--- config.mk ---
export PLATFORM = sky130hd
export DESIGN_NAME = load_store_unit
export DESIGN_NICKNAME = d
export VERILOG_FILES = /design/src/rtl/load_store_unit.sv
export SDC_FILE = /design/constraint.sdc
export NUM_CORES = 1
export LEC_CHECK = 0
export ABC_AREA = 1
export CORE_MARGIN = 2
export CORE_UTILIZATION = 49
export CTS_CLUSTER_DIAMETER = 120
export DETAILED_ROUTE_END_ITERATION = 10
export PLACE_DENSITY = 0.89
export SLEW_MARGIN = 20
export SYNTH_ARGS = -nofsm -noshare
export SYNTH_HDL_FRONTEND = slang
export SYNTH_SLANG_ARGS = --single-unit
--- constraint.sdc ---
create_clock -name clock -period 5.2 [get_ports clock]
set_clock_uncertainty 0.05 [all_clocks]
set_input_delay 0.78 -clock clock [delete_from_list [all_inputs] [get_ports clock]]
set_output_delay 0.78 -clock clock [all_outputs]
set_load 0.02 [all_outputs]
--- src/rtl/load_store_unit.sv ---
// Load/store unit: single-request initiator for a big-endian, word-wide byte
// memory. Sub-word loads are extracted and extended; sub-word stores are built
// as read-modify-write because the memory always writes a full word.
module load_store_unit #(
    parameter int MEM_BYTES = 1024
) (
    input  logic        clock,
    input  logic        reset,
    input  logic        req,
    input  logic        is_store,
    input  logic [1:0]  size,
    input  logic        sign_ext,
    input  logic [31:0] addr,
    input  logic [31:0] store_data,
    output logic        busy,
    output logic        done,
    output logic        error,
    output logic [31:0] load_data,
    output logic [31:0] mem_address,
    output logic [31:0] mem_write_data,
    output logic        mem_read,
    output logic        mem_write,
    input  logic [31:0] mem_read_data
);

    typedef enum logic [2:0] {
        S_IDLE,
        S_READ,
        S_WRITE,
        S_DONE,
        S_ERR
    } state_t;

    localparam logic [31:0] MEM_BYTES_W = 32'(MEM_BYTES);

    state_t      state_q;
    logic        is_store_q;
    logic        sign_ext_q;
    logic [1:0]  size_q;
    logic [1:0]  off_q;
    logic [31:0] store_data_q;

    logic        bad_align;
    logic        out_of_range;
    logic [31:0] aligned_addr;
    logic [7:0]  byte_lane;
    logic [15:0] half_lane;
    logic [31:0] load_ext_d;
    logic [31:0] merged_d;

    // Classify the incoming request (alignment and range) from the live inputs.
    always_comb begin
        aligned_addr = {addr[31:2], 2'b00};
        bad_align    = (size == 2'b11) ||
                       (size == 2'b01 && addr[0]) ||
                       (size == 2'b10 && addr[1:0] != 2'b00);
        out_of_range = (aligned_addr + 32'd3) >= MEM_BYTES_W;
    end

    // Lane extraction for loads and lane merge for sub-word stores.
    always_comb begin
        case (off_q)
            2'd0:    byte_lane = mem_read_data[31:24];
            2'd1:    byte_lane = mem_read_data[23:16];
            2'd2:    byte_lane = mem_read_data[15:8];
            default: byte_lane = mem_read_data[7:0];
        endcase
        half_lane = off_q[1] ? mem_read_data[15:0] : mem_read_data[31:16];

        case (size_q)
            2'b00:   load_ext_d = sign_ext_q ? {{24{byte_lane[7]}}, byte_lane}
                                             : {24'd0, byte_lane};
            2'b01:   load_ext_d = sign_ext_q ? {{16{half_lane[15]}}, half_lane}
                                             : {16'd0, half_lane};
            default: load_ext_d = mem_read_data;
        endcase

        merged_d = mem_read_data;
        if (size_q == 2'b00) begin
            case (off_q)
                2'd0:    merged_d[31:24] = store_data_q[7:0];
                2'd1:    merged_d[23:16] = store_data_q[7:0];
                2'd2:    merged_d[15:8]  = store_data_q[7:0];
                default: merged_d[7:0]   = store_data_q[7:0];
            endcase
        end else if (off_q[1]) begin
            merged_d[15:0] = store_data_q[15:0];
        end else begin
            merged_d[31:16] = store_data_q[15:0];
        end
    end

    // Sequencer with registered outputs; reset clears every output at once.
    always_ff @(posedge clock or posedge reset) begin
        if (reset) begin
            state_q        <= S_IDLE;
            is_store_q     <= 1'b0;
            sign_ext_q     <= 1'b0;
            size_q         <= '0;
            off_q          <= '0;
            store_data_q   <= '0;
            busy           <= 1'b0;
            done           <= 1'b0;
            error          <= 1'b0;
            load_data      <= '0;
            mem_address    <= '0;
            mem_write_data <= '0;
            mem_read       <= 1'b0;
            mem_write      <= 1'b0;
        end else begin
            case (state_q)
                S_IDLE: begin
                    if (req) begin
                        is_store_q   <= is_store;
                        sign_ext_q   <= sign_ext;
                        size_q       <= size;
                        off_q        <= addr[1:0];
                        store_data_q <= store_data;
                        mem_address  <= aligned_addr;
                        busy         <= 1'b1;
                        if (bad_align || out_of_range) begin
                            state_q <= S_ERR;
                            done    <= 1'b1;
                            error   <= 1'b1;
                        end else if (is_store && size == 2'b10) begin
                            state_q        <= S_WRITE;
                            mem_write      <= 1'b1;
                            mem_write_data <= store_data;
                        end else begin
                            state_q  <= S_READ;
                            mem_read <= 1'b1;
                        end
                    end
                end
                S_READ: begin
                    mem_read <= 1'b0;
                    if (is_store_q) begin
                        state_q        <= S_WRITE;
                        mem_write      <= 1'b1;
                        mem_write_data <= merged_d;
                    end else begin
                        state_q   <= S_DONE;
                        load_data <= load_ext_d;
                        done      <= 1'b1;
                    end
                end
                S_WRITE: begin
                    state_q   <= S_DONE;
                    mem_write <= 1'b0;
                    done      <= 1'b1;
                end
                S_DONE, S_ERR: begin
                    state_q     <= S_IDLE;
                    done        <= 1'b0;
                    error       <= 1'b0;
                    busy        <= 1'b0;
                    mem_address <= '0;
                end
                default: begin
                    state_q   <= S_IDLE;
                    busy      <= 1'b0;
                    done      <= 1'b0;
                    error     <= 1'b0;
                    mem_read  <= 1'b0;
                    mem_write <= 1'b0;
                end
            endcase
        end
    end

endmodule

==> results.json <==
{
  "synth.cells.most_frequent": "361 x nand2_1, 208 x nand3_1, 124 x dfrtp_1",
  "mean_area_per_synthesized_cell_sq_um": 7.14,
  "rsz_0062_raised_after_global_routing": "no",
  "worstSetupPathType": "flop to flop",
  "cp_data_arrival_time_ns": 3.52,
  "post_synth_mux_area_share_pct": 2.69,
  "synthDistinctLibCells": 31,
  "die_area_sq_um": 15500,
  "critPathRequiredTime_ns": 5.42,
  "vdd.ir_drop.worst_mv": 0.207,
  "maxCapViolations": 0,
  "cts.root.buffer_cell": "clkbuf_16",
  "max-slew-margin-rel_pct": 22.5,
  "synth_area_leaders": "dfrtp_1 44%, nand2_1 19%, nand3_1 15%",
  "clock_path_buffers": 2,
  "synth_simple_gate_area_share_pct": 39.2,
  "first_global_vias": 7209,
  "drt-total-wl_microns": 22600,
  "overflow_left_after_global_routing": 0,
  "chipHeight_microns": 125,
  "cts_resized": 0,
  "synth_edf_count": 0,
  "post_cts.repair.setup_buffers": 0,
  "globalplace.congestion": 0.952,
  "number_of_diodes": 0,
  "timing_max_transition_violations_final": 0,
  "final_setup_violating_endpoints": 0,
  "leakage_nw": 4.68,
  "drt-initial-drc-count": 899,
  "ys.flop_type": "dfrtp_1",
  "async_reset_ff_share_pct": 100,
  "io_buffer_count": 201,
  "avgViaCountPerCell": 5.72,
  "route.antenna.remaining_nets": 0,
  "stdcell_count": 1351,
  "cts.clk_slew.worst_paths_ns": 0.06,
  "total_core_area_sq_um": 14400,
  "dpl_worst_slack_ns": 1.96,
  "dp_cells": 1321,
  "synthesized_netlist_cell_count": 996,
  "firstDrtPassIters": 6,
  "synth-adder-area-share_pct": 0,
  "grt_util_all_layers_pct": 29.2,
  "clock.fmax_mhz": 303,
  "status": "finished, final reports clean",
  "ys_ff_latch": 124,
  "main_combinational_cell_family_by_area_after_synthesis": "simple AND/OR/NAND/NOR gates",
  "synth_top_cell_area_share_pct": 43.6,
  "synth.cell_area_sq_um": 7120,
  "synth_xor_area_share_pct": 0,
  "synth-compound-area-share_pct": 6.96,
  "grt_pass1_wl_microns": 36800,
  "start_util_pct": 49.5,
  "tightest_slew_ns": 1.16,
  "grt_antenna_before_repair": 0,
  "finalHoldViolations": 0,
  "drive_gt1_share_pct": 5.66,
  "cts_sinks": 124,
  "worstSetupStartpoint": "state_q[2]",
  "worstHoldStart": "mem_write_data[16]",
  "timing.critical_path.from_type": "flop",
  "place_hpwl_microns": 15600,
  "synthesis.yosys.warnings": 0,
  "nets": 1259,
  "fp-row-count": 44,
  "clk-insertion-delay-late_ns": 0.42,
  "reg2reg_from": "state_q[2]",
  "grt_max_degree": 66,
  "route.vias.total": 7721,
  "tns_ns": 0,
  "p_per_area_nw_per_um2": 454,
  "fraction_of_the_yosys_area_taken_by_sequential_cells_pct": 43.6,
  "route.detailed.drc": 0,
  "wl_per_cell_microns": 16.7,
  "setup.reg_to_reg.worst_slack_ns": 1.90,
  "hold_path.class": "flop to flop",
  "fillCellCount": 1207,
  "yosys.cell_count.top_type": "nand2_1",
  "cts_tree": "yes",
  "cts.htree.levels": 4,
  "fin_crit_ns": 3.30,
  "fp.dieW_microns": 125,
  "cts-buffers-inserted": 17,
  "timing.critical_path.fanout_max": 39,
  "syn_to_final_growth_pct": 36.3,
  "fin_ws_ns": 1.90,
  "endpoint_kind": "flop",
  "layout_worst_path_cycle_share_pct": 63.5,
  "cts_hold_buffers": 0,
  "top_level_ports": 204,
  "synth_largest_area_cell": "dfrtp_1"
}
## worst max-delay path, stage by stage, from the launching register on
cell and delay (ns):
dfrtp_1 0.41, nor2_4 0.65, inv_2 0.12, nor2_4 0.64
nand2_1 0.24, buf_4 0.34, inv_2 0.40, nand2_1 0.09
nor2_1 0.11, a2bb2oi_1 0.07
## flip-flops by register name, summed over array words and instances, names as in the netlist
name	flops
busy	1
done	1
error	1
is_store_q	1
load_data	32
mem_address	30
mem_read	1
mem_write	1
mem_write_data	32
off_q	2
sign_ext_q	1
size_q	2
state_q	3
store_data_q	16
## where the power goes
part	switching, mW	leakage, nW	internal, mW
Combinational	0.939	2.86	0.777
Sequential	0.229	1.53	1.28
Clock	0.419	0.292	0.763
## stage by stage
stage	hold WS, ns	util, %	power (mW)	cell area [sq um]
finish	0.422	67.5	4.41	9700
global route	0.444	67.5	4.65	9700
CTS	0.424	67.5	4.42	9700
detailed placement	0.410	63.4	3.22	9110
floorplan	0.425	-	2.38	7120
global placement	0.407	63.4	3.18	9110
## routing by layer
| layer | up-vias | global-route usage [%] | share of wire, % |
|---|---|---|---|
| met4 | 0 | 15.2 | 5.8 |
| met3 | 110 | 8.25 | 9.8 |
| li1 | 3620 | - | - |
| met2 | 477 | 46.2 | 46 |
| met1 | 3514 | 36.6 | 38 |
| met5 | - | 0 | 0 |
## area by class of cell
class | count | area (sq um) | area share (%)
multi-input combinational | 748 | 3490 | 36.0
clock inverter | 6 | 83.8 | 0.864
timing repair buffer | 211 | 2090 | 21.5
inverter | 54 | 205 | 2.12
sequential | 124 | 3100 | 32.0
clock buffer | 24 | 502 | 5.17
tap | 184 | 230 | 2.37
## path summary, 6_finish.rpt
check | endpoint | cells past startpoint
max | load_data[15] | 9
min | mem_write_data[16] | 2
max reg2reg | load_data[15] | 9
min reg2reg | mem_write_data[16] | 2
max in group asynchronous | mem_write_data[19] | 3
min in group asynchronous | load_data[21] | 2
## cells in the final DEF, fill, tap and decap left out, types with 2 or more instances in the layout
master | netlist | layout
a21oi_1 | 31 | 31
a2bb2oi_1 | 2 | 2
buf_4 | 2 | 10
bufinv_16 | 0 | 2
clkbuf_1 | 37 | 2
clkbuf_16 | 0 | 17
clkbuf_8 | 0 | 5
clkdlybuf4s50_1 | 0 | 201
clkinv_1 | 2 | 2
clkinv_2 | 0 | 3
conb_1 | 1 | 2
dfrtp_1 | 124 | 124
inv_1 | 48 | 47
inv_2 | 4 | 4
mux2_1 | 3 | 3
mux2_2 | 14 | 14
nand2_1 | 361 | 361
nand2_2 | 2 | 2
nand3_1 | 208 | 208
nand4_1 | 33 | 33
nor2_1 | 23 | 23
nor2_4 | 3 | 3
nor3_1 | 2 | 2
o21ai_0 | 36 | 36
o21ai_1 | 15 | 14
o21ai_2 | 1 | 2
o221ai_1 | 6 | 6
or2_1 | 2 | 2
## logic make-up (layout without fill, tap and decap cells)
kind of cell    count (synthesis)  after routing
other cells                     1              2
compound gates                 92             92
mux                            17             17
buf+inv                       125            295
simple gates                  637            637
flops                         124            124
Power figures use the tool's default switching activity.
